<file path="config.mk">
export PLATFORM = sky130hd
export DESIGN_NAME = hazard_stall_unit_flat
export DESIGN_NICKNAME = d
export VERILOG_FILES = /design/src/rtl/hazard_stall_unit_if.sv /design/src/rtl/hazard_stall_unit.sv /design/src/flat_wrapper.sv
export SDC_FILE = /design/constraint.sdc
export NUM_CORES = 1
export LEC_CHECK = 0
export ABC_AREA = 0
export BUFFER_PORTS_ARGS = -buffer_cell sky130_fd_sc_hd__buf_2
export CORE_MARGIN = 4
export CORE_UTILIZATION = 25
export CTS_CLUSTER_DIAMETER = 80
export DETAILED_ROUTE_END_ITERATION = 8
export PLACE_DENSITY_LB_ADDON = 0.15
export SYNTH_ARGS = -nofsm -noshare
export SYNTH_HDL_FRONTEND = slang
export SYNTH_SLANG_ARGS = --single-unit
</file>
<file path="constraint.sdc">
create_clock -name Clk -period 2.85 [get_ports Clk]
set_clock_uncertainty 0.15 [all_clocks]
set_input_delay 0.285 -clock Clk [delete_from_list [all_inputs] [get_ports Clk]]
set_output_delay 0.285 -clock Clk [all_outputs]
set_load 0.02 [all_outputs]
</file>
<file path="src/rtl/hazard_stall_unit_if.sv">
// Hazard/stall bundle between the ID-stage pipeline registers and the stall controller.
// master = pipeline side (drives hazard inputs), slave = stall controller (drives control outputs).
interface hazard_stall_unit_if #(
  parameter int REG_AW = 5,
  parameter int CNT_W  = 32
);
  logic [REG_AW-1:0] IF_ID_Rs;
  logic [REG_AW-1:0] IF_ID_Rt;
  logic              IF_ID_UsesRt;
  logic              IF_ID_Branch;
  logic              BranchTaken;
  logic              ID_EX_MemRead;
  logic              ID_EX_RegWrite;
  logic [REG_AW-1:0] ID_EX_RegRd;
  logic              EX_Mem_MemRead;
  logic [REG_AW-1:0] EX_Mem_RegRd;
  logic              PCWrite;
  logic              IF_ID_Write;
  logic              ID_EX_Bubble;
  logic              IF_ID_Flush;
  logic              Stalling;
  logic [CNT_W-1:0]  StallCycles;
  logic [CNT_W-1:0]  FlushCount;

  modport master (
    output IF_ID_Rs, IF_ID_Rt, IF_ID_UsesRt, IF_ID_Branch, BranchTaken,
           ID_EX_MemRead, ID_EX_RegWrite, ID_EX_RegRd, EX_Mem_MemRead, EX_Mem_RegRd,
    input  PCWrite, IF_ID_Write, ID_EX_Bubble, IF_ID_Flush, Stalling, StallCycles, FlushCount
  );

  modport slave (
    input  IF_ID_Rs, IF_ID_Rt, IF_ID_UsesRt, IF_ID_Branch, BranchTaken,
           ID_EX_MemRead, ID_EX_RegWrite, ID_EX_RegRd, EX_Mem_MemRead, EX_Mem_RegRd,
    output PCWrite, IF_ID_Write, ID_EX_Bubble, IF_ID_Flush, Stalling, StallCycles, FlushCount
  );
endinterface

</file>
<file path="src/rtl/hazard_stall_unit.sv">
// ID-stage load-use / branch-operand stall controller with taken-branch IF/ID flush; counters under HAZARD_PERF_CNT_EN.
// Zero-cycle latency from hazard inputs to stall/flush outputs; a 2-cycle stall holds in HOLD ignoring inputs.
module hazard_stall_unit (
  input  logic              Clk,
  input  logic              Rst_n,
  hazard_stall_unit_if.slave hz
);
  localparam int REG_AW = $bits(hz.IF_ID_Rs);

  typedef enum logic {IDLE, HOLD} state_t;

  state_t      state_q, state_d;
  logic [1:0]  remain_q, remain_d;
  logic [1:0]  need_n;
  logic        ex_match, mem_match;
  logic        stall_raw, stall_act, flush_act;

  always_comb begin
    ex_match  = (hz.ID_EX_RegRd != {REG_AW{1'b0}}) &&
                ((hz.ID_EX_RegRd == hz.IF_ID_Rs) ||
                 (hz.IF_ID_UsesRt && (hz.ID_EX_RegRd == hz.IF_ID_Rt)));
    mem_match = (hz.EX_Mem_RegRd != {REG_AW{1'b0}}) &&
                ((hz.EX_Mem_RegRd == hz.IF_ID_Rs) ||
                 (hz.IF_ID_UsesRt && (hz.EX_Mem_RegRd == hz.IF_ID_Rt)));
    need_n = 2'd0;
    if (hz.ID_EX_MemRead && ex_match)
      need_n = 2'd1;
    if (hz.IF_ID_Branch && hz.ID_EX_RegWrite && !hz.ID_EX_MemRead && ex_match)
      need_n = 2'd1;
    if (hz.IF_ID_Branch && hz.EX_Mem_MemRead && mem_match)
      need_n = 2'd1;
    // A load still in EX feeding an ID-resolved branch needs the longest wait.
    if (hz.IF_ID_Branch && hz.ID_EX_MemRead && ex_match)
      need_n = 2'd2;
  end

  always_comb begin
    state_d   = state_q;
    remain_d  = remain_q;
    stall_raw = 1'b0;
    case (state_q)
      IDLE: begin
        remain_d = 2'd0;
        if (need_n != 2'd0) begin
          stall_raw = 1'b1;
          if (need_n == 2'd2) begin
            state_d  = HOLD;
            remain_d = 2'd1;
          end
        end
      end
      HOLD: begin
        stall_raw = 1'b1;
        remain_d  = remain_q - 2'd1;
        if (remain_q == 2'd1) begin
          state_d  = IDLE;
          remain_d = 2'd0;
        end
      end
      default: begin
        state_d  = IDLE;
        remain_d = 2'd0;
      end
    endcase
  end

  // Reset masks the outputs combinationally so the pipeline runs freely while Rst_n is low.
  assign stall_act = Rst_n && stall_raw;
  assign flush_act = Rst_n && hz.IF_ID_Branch && hz.BranchTaken && !stall_act;

  assign hz.PCWrite      = !stall_act;
  assign hz.IF_ID_Write  = !stall_act;
  assign hz.ID_EX_Bubble = stall_act;
  assign hz.Stalling     = stall_act;
  assign hz.IF_ID_Flush  = flush_act;

  always_ff @(posedge Clk or negedge Rst_n) begin
    if (!Rst_n) begin
      state_q  <= IDLE;
      remain_q <= 2'd0;
    end else begin
      state_q  <= state_d;
      remain_q <= remain_d;
    end
  end

`ifdef HAZARD_PERF_CNT_EN
  localparam int CNT_W = $bits(hz.StallCycles);

  logic [CNT_W-1:0] stall_cycles_q, stall_cycles_d;
  logic [CNT_W-1:0] flush_count_q, flush_count_d;

  always_comb begin
    stall_cycles_d = stall_cycles_q;
    flush_count_d  = flush_count_q;
    if (stall_act && !(&stall_cycles_q))
      stall_cycles_d = stall_cycles_q + 1'b1;
    if (flush_act && !(&flush_count_q))
      flush_count_d = flush_count_q + 1'b1;
  end

  always_ff @(posedge Clk or negedge Rst_n) begin
    if (!Rst_n) begin
      stall_cycles_q <= '0;
      flush_count_q  <= '0;
    end else begin
      stall_cycles_q <= stall_cycles_d;
      flush_count_q  <= flush_count_d;
    end
  end

  assign hz.StallCycles = stall_cycles_q;
  assign hz.FlushCount  = flush_count_q;
`else
  assign hz.StallCycles = '0;
  assign hz.FlushCount  = '0;
`endif
endmodule

</file>
<file path="src/flat_wrapper.sv">
// flat-port wrapper written by rule: the top's interface ports become plain ports
module hazard_stall_unit_flat 
  (Clk, Rst_n, hz_IF_ID_Rs, hz_IF_ID_Rt, hz_IF_ID_UsesRt, hz_IF_ID_Branch, hz_BranchTaken, hz_ID_EX_MemRead, hz_ID_EX_RegWrite, hz_ID_EX_RegRd, hz_EX_Mem_MemRead, hz_EX_Mem_RegRd, hz_PCWrite, hz_IF_ID_Write, hz_ID_EX_Bubble, hz_IF_ID_Flush, hz_Stalling, hz_StallCycles, hz_FlushCount);
  hazard_stall_unit_if #(.REG_AW(5), .CNT_W(32)) hz_i ();
  input  logic Clk;
  input  logic Rst_n;
  input wire logic [$bits(hz_i.IF_ID_Rs)-1:0] hz_IF_ID_Rs;
  input wire logic [$bits(hz_i.IF_ID_Rt)-1:0] hz_IF_ID_Rt;
  input wire logic [$bits(hz_i.IF_ID_UsesRt)-1:0] hz_IF_ID_UsesRt;
  input wire logic [$bits(hz_i.IF_ID_Branch)-1:0] hz_IF_ID_Branch;
  input wire logic [$bits(hz_i.BranchTaken)-1:0] hz_BranchTaken;
  input wire logic [$bits(hz_i.ID_EX_MemRead)-1:0] hz_ID_EX_MemRead;
  input wire logic [$bits(hz_i.ID_EX_RegWrite)-1:0] hz_ID_EX_RegWrite;
  input wire logic [$bits(hz_i.ID_EX_RegRd)-1:0] hz_ID_EX_RegRd;
  input wire logic [$bits(hz_i.EX_Mem_MemRead)-1:0] hz_EX_Mem_MemRead;
  input wire logic [$bits(hz_i.EX_Mem_RegRd)-1:0] hz_EX_Mem_RegRd;
  output wire logic [$bits(hz_i.PCWrite)-1:0] hz_PCWrite;
  output wire logic [$bits(hz_i.IF_ID_Write)-1:0] hz_IF_ID_Write;
  output wire logic [$bits(hz_i.ID_EX_Bubble)-1:0] hz_ID_EX_Bubble;
  output wire logic [$bits(hz_i.IF_ID_Flush)-1:0] hz_IF_ID_Flush;
  output wire logic [$bits(hz_i.Stalling)-1:0] hz_Stalling;
  output wire logic [$bits(hz_i.StallCycles)-1:0] hz_StallCycles;
  output wire logic [$bits(hz_i.FlushCount)-1:0] hz_FlushCount;
  assign hz_i.IF_ID_Rs = hz_IF_ID_Rs;
  assign hz_i.IF_ID_Rt = hz_IF_ID_Rt;
  assign hz_i.IF_ID_UsesRt = hz_IF_ID_UsesRt;
  assign hz_i.IF_ID_Branch = hz_IF_ID_Branch;
  assign hz_i.BranchTaken = hz_BranchTaken;
  assign hz_i.ID_EX_MemRead = hz_ID_EX_MemRead;
  assign hz_i.ID_EX_RegWrite = hz_ID_EX_RegWrite;
  assign hz_i.ID_EX_RegRd = hz_ID_EX_RegRd;
  assign hz_i.EX_Mem_MemRead = hz_EX_Mem_MemRead;
  assign hz_i.EX_Mem_RegRd = hz_EX_Mem_RegRd;
  assign hz_PCWrite = hz_i.PCWrite;
  assign hz_IF_ID_Write = hz_i.IF_ID_Write;
  assign hz_ID_EX_Bubble = hz_i.ID_EX_Bubble;
  assign hz_IF_ID_Flush = hz_i.IF_ID_Flush;
  assign hz_Stalling = hz_i.Stalling;
  assign hz_StallCycles = hz_i.StallCycles;
  assign hz_FlushCount = hz_i.FlushCount;
  hazard_stall_unit u_core (.Clk(Clk), .Rst_n(Rst_n), .hz(hz_i));
endmodule
</file>
==> results of run 1 <==
-- kinds of logic after synthesis --
logic type	count (synthesis)
AO/OA/AOI/OAI	9
XOR/XNOR	20
adder cells (fa/ha/maj)	1
buffers and inverters	67
flip-flops	3
other	1
AND/OR/NAND/NOR	15
-- cell usage after synthesis (all sizes together), types with 2 or more instances --
cell   count  share of area
or4        2          0.016
nor4       2          0.020
dfrtp      3          0.081
xor2      18           0.17
xnor2      2          0.019
nor3       2          0.011
o21ai      2          0.011
a32oi      2          0.019
nor2       4          0.016
buf       66           0.53
-- state kept, by name, summed over array words and instances, names as in the netlist --
name,flops
u_core.remain_q,2
u_core.state_q,1
-- critical path: stages --
cell and delay [ns]:
buf_2 0.12, xor2_1 0.16, nor4_2 0.27, a32oi_1 0.17
o32ai_2 0.41, o21a_1 0.17, buf_2 0.16
-- metrics by stage --
step / util / hold slack [ns]
2_1_floorplan: - / -0.1606
3_3_place_gp: 0.2561 / -0.04959
6_report: 0.2720 / 0.2621
4_1_cts: 0.2720 / 0.2586
3_5_place_dp: 0.2561 / -0.03956
5_1_grt: 0.2720 / 0.2819
-- where the power goes --
group	switching (mW)	total [mW]	leakage, nW	internal [mW]
Combinational	0.150	0.215	0.464	0.0650
Sequential	0.0149	0.0767	0.0407	0.0618
Clock	0.0258	0.121	0.0228	0.0952
-- routing by layer --
metal	wire, µm	GRT usage	part of all wire
met1	700	0.08069	0.35
met2	918	0.1107	0.47
met3	317	0.02755	0.16
met4	38	0.03650	0.019
met5	0	0	0
-- layout make-up --
class                   count  area, µm²  share of cell area
clock buffers               4      45.04             0.04775
inverters                   1      3.754            0.003979
multi-input cells         109      591.8              0.6273
flip-flops and latches      3      75.07             0.07958
well taps                  46      57.56             0.06101
repair buffers             33      170.2              0.1804
-- worst paths after layout --
check                                        start                 end  slack, ns  cells past startpoint
worst min-delay path              hz_ID_EX_MemRead      u_core.state_q       0.26                      3
worst max-delay path             hz_ID_EX_RegRd[4]     hz_ID_EX_Bubble       0.67                      7
worst min register to register  u_core.remain_q[0]  u_core.remain_q[0]       0.30                      1
max in group asynchronous                    Rst_n      u_core.state_q       2.13                      2
worst max register to register  u_core.remain_q[0]  u_core.remain_q[1]       1.78                      2
min in group asynchronous                    Rst_n  u_core.remain_q[0]       0.28                      2
==> run summary, run 1 <==
Minimum clock period -> 2.185 ns
Post-Synth Simple-Gate Area -> 0.1009
Prevailing post-synth register cell -> dfrtp_1
YS warnings -> 0
Core Area -> 3468 µm²
Detail Route Antenna Nets -> 0
Critical Path End Type -> output port
Filler Cells Inserted -> 403
Worst vdd ir -> 0.0001272 V
Finished Cell Area -> 943.4 µm²
Crit-path max FO -> 3
Nets -> 180
Post-cts sizing count -> 0
First-pass GRT wire length -> 2401 µm
Power Total -> 412.9 µW
Final hold viol count -> 0
Post-synth EDFFs -> 0
MaxCap Viol Count -> 0
Wirelength, routed -> 1974 µm
H-tree level count -> 1
Post-DP Area -> 888.4 µm²
DRC -> 0
Post-Place Cells -> 191
Die width -> 68.98 µm
Status -> complete, no violations
Via Count -> 681
Vias in the first global route -> 553
Highest-count cells in the layout ignoring fill and taps -> conb_1 (64), buf_2 (32), xor2_1 (18), nor2_1 (4)
Synthesized flop and latch total -> 3
Area of the mapped netlist -> 929.6 µm²
Ratio of cells with drive above 1 in the final layout -> 0.2467
Post-synthesis compound-gate area fraction -> 0.07537
Sequential cell area fraction in the yosys report -> 0.08075
Non-Filler Instances -> 196
Clock buffer depth -> 2
Clock sink count -> 3
Ports -> 97
Syn avg cell area -> 8.014 µm²
Async set or reset register ratio after synthesis -> 1.000
Yosys cell types -> 24
DR iter-0 viols -> 12
Final worst-path cycle share -> 0.7665
Main combinational cell family by area after synthesis -> buffers and inverters
Leak -> 0.5277 nW
Crit path DAT -> 1.75 ns
Initial antenna violation count -> 0
HPWL after DPL -> 1823 µm
Gp weighted congestion -> 0.7434
Drt wl/cell -> 10.07 µm
CTS tree -> built
Startpoint types -> input pin
Post-CTS Hold Buffers -> 1
Num rows -> 21
Die Ht -> 68.98 µm
Critical path class -> in2out
Xor and xnor fraction of the mapped netlist area -> 0.1884
DP Worst Slack -> 0.7020 ns
Worst setup margin -> 0.6654 ns
Final Max Tran Viols -> 0
Mux cell area share after synthesis -> 0
# setup viols final -> 0
Remaining Overflow, GRT -> 0
Layout area overhead -> 1.480%
Unrepaired setup endpoints after global routing -> no
F_max -> 457.7 MHz
Overall Global Routing Usage -> 0.06992
Vias/cell -> 3.474
First-pass DRT Iterations -> 4
Worst-path clk slew -> 0.03 ns
Setup TNS -> 0 ns
Clk root buf -> clkbuf_8
Die area -> 4758 µm²
Most common cell after layout, fill and taps aside -> conb_1
Initial Util -> 0.2680
Largest net degree at the start of global routing -> 7
Mapped Cells -> 116
Clk_lat worst skew -> 0.21 ns
Postcts setup bufs -> 0
IO buf count -> 32
Pwr Density -> 437.6 nW/µm²
Hold Crit Class -> in2reg
Post-Synth Adder-Cell Area -> 0.01346
CTS buffer count -> 3
Data required, critical path -> 2.41 ns
N_diodes -> 0
Power figures use the tool's default switching activity.
==> run 2, diff against run 1 <==
clock period = 2.1 ns   (was 2.85 ns; I/O delays follow)
==> run 2 against run 1 <==
  * Utilization did not move
  * Hold slack worse by 0.091 ns
  * Combinational power increased by 35%
  * Critical path type unchanged
==> run summary, run 2 (synthesized netlist as in run 1, its figures left out) <==
Reg with most FFs -> u_core.remain_q
Vias in the first global route -> 497
Largest net degree at the start of global routing -> 7
# setup viols final -> 0
F_max -> 497.6 MHz
Worst-path clk slew -> 0.03 ns
CP Cell Sequence -> buf_2, xor2_1, nor4_2, a32oi_1, o32ai_2, o21a_1, buf_2
N_diodes -> 0
H-tree level count -> 1
MaxCap Viol Count -> 0
Highest-count cells in the layout ignoring fill and taps -> conb_1 (64), buf_2 (32), xor2_1 (18), nor2_1 (4)
Status -> complete, no violations
Biggest regs -> u_core.remain_q (2), u_core.state_q (1)
Nets -> 180
Setup TNS -> 0 ns
Remaining Overflow, GRT -> 0
Core Area -> 3468 µm²
Detail Route Antenna Nets -> 0
Overall Global Routing Usage -> 0.06355
Non-Filler Instances -> 196
Critical Path End Type -> output port
Initial antenna violation count -> 0
Clk_lat worst skew -> 0.21 ns
Minimum clock period -> 2.010 ns
DR iter-0 viols -> 14
Post-Place Cells -> 191
IO buf count -> 32
Finished Cell Area -> 943.4 µm²
Num rows -> 21
Die area -> 4758 µm²
Crit. path cell count -> 7
DP Worst Slack -> 0.08959 ns
Most common cell after layout, fill and taps aside -> conb_1
Hold Crit Class -> in2reg
First-pass DRT Iterations -> 3
DRC -> 0
Clock sink count -> 3
Die Ht -> 68.98 µm
Vias/cell -> 3.362
Worst path max stage delay -> 0.40 ns
Worst setup margin -> 0.09020 ns
CP most frequent cell -> buf_2
Ratio of cells with drive above 1 in the final layout -> 0.2467
Reg2reg setup slack -> 1.02 ns
R2R depth -> 3
Ports -> 97
Final Max Tran Viols -> 0
Drt wl/cell -> 10.00 µm
Hold WS -> 0.1716 ns
Fin util -> 0.2720
First-pass GRT wire length -> 2173 µm
Unrepaired setup endpoints after global routing -> no
Final hold viol count -> 0
Via Count -> 659
Pwr Density -> 593.7 nW/µm²
CP bufs+invs -> 2
Worst path top cell family by delay -> compound AO/OA/AOI/OAI gates
Max reg flops -> 2
Min-Delay Path Depth -> 3
Layout area overhead -> 1.480%
Power Total -> 560.1 µW
Critical path class -> in2out
Post-DP Area -> 888.4 µm²
Leak -> 0.5277 nW
Gp weighted congestion -> 0.7439
CTS tree -> built
Clk root buf -> clkbuf_8
Clock buffer depth -> 2
Wirelength, routed -> 1960 µm
Final worst-path cycle share -> 0.9570
Crit path DAT -> 1.65 ns
Worst vdd ir -> 0.0001511 V
Crit-path slowest cell -> o32ai_2
Data required, critical path -> 1.74 ns
Die width -> 68.98 µm
Filler Cells Inserted -> 399
Initial Util -> 0.2680
Post-cts sizing count -> 0
Crit-path max FO -> 3
CTS buffer count -> 3
Startpoint types -> input pin
HPWL after DPL -> 1805 µm
[run 2: cell counts in the layout (fill, tap and decap cells not counted)]
No cell type changed its count.
[run 2: repair_timing]
action                                  4_1_cts  5_1_grt
hold buffers                                  1        0
hold endpoints to repair                      3        0
setup buffers                                 0        0
endpoints found under the setup margin        0        0
[run 2: worst paths after layout]
path                                    start                 end
max                         hz_ID_EX_RegRd[4]     hz_ID_EX_Bubble
min                          hz_ID_EX_MemRead      u_core.state_q
max reg2reg                u_core.remain_q[0]  u_core.remain_q[0]
min reg2reg                u_core.remain_q[0]  u_core.remain_q[0]
max in group asynchronous               Rst_n      u_core.state_q
min in group asynchronous               Rst_n  u_core.remain_q[0]
[run 2: area by class of cell]
class	instances	area (µm²)	share of cell area
multi-input combinational	109	591.8	0.6273
sequential	3	75.07	0.07958
timing repair buffer	33	170.2	0.1804
tap	46	57.56	0.06101
clock buffer	4	45.04	0.04775
inverter	1	3.754	0.003979
[run 2: per-layer routing]
metal | GRT usage | share of wire | routed length [µm] | vias to the layer above
met5 | 0 | 0 | 0 | -
li1 | - | - | - | 317
met4 | 0.02920 | 0 | 0 | 0
met3 | 0.02107 | 0.15 | 298 | 0
met1 | 0.07582 | 0.37 | 732 | 288
met2 | 0.1024 | 0.47 | 929 | 54
[run 2: power by group]
part           switching [mW]  total [mW]  leakage, nW  internal (mW)
clock                  0.0365       0.166       0.0228          0.129
combinational           0.203       0.291        0.464         0.0873
sequential             0.0196       0.104       0.0407         0.0839
[run 2: worst register-to-register path, delay by kind of cell, from the launching register on]
| family | cells | cell delay, ns |
|---|---|---|
| AOI/OAI and AO/OA | 1 | 0.14 |
| adders and majority gates | 1 | 0.19 |
| and+or+nand+nor | 1 | 0.15 |
| DFF | 1 | 0.37 |
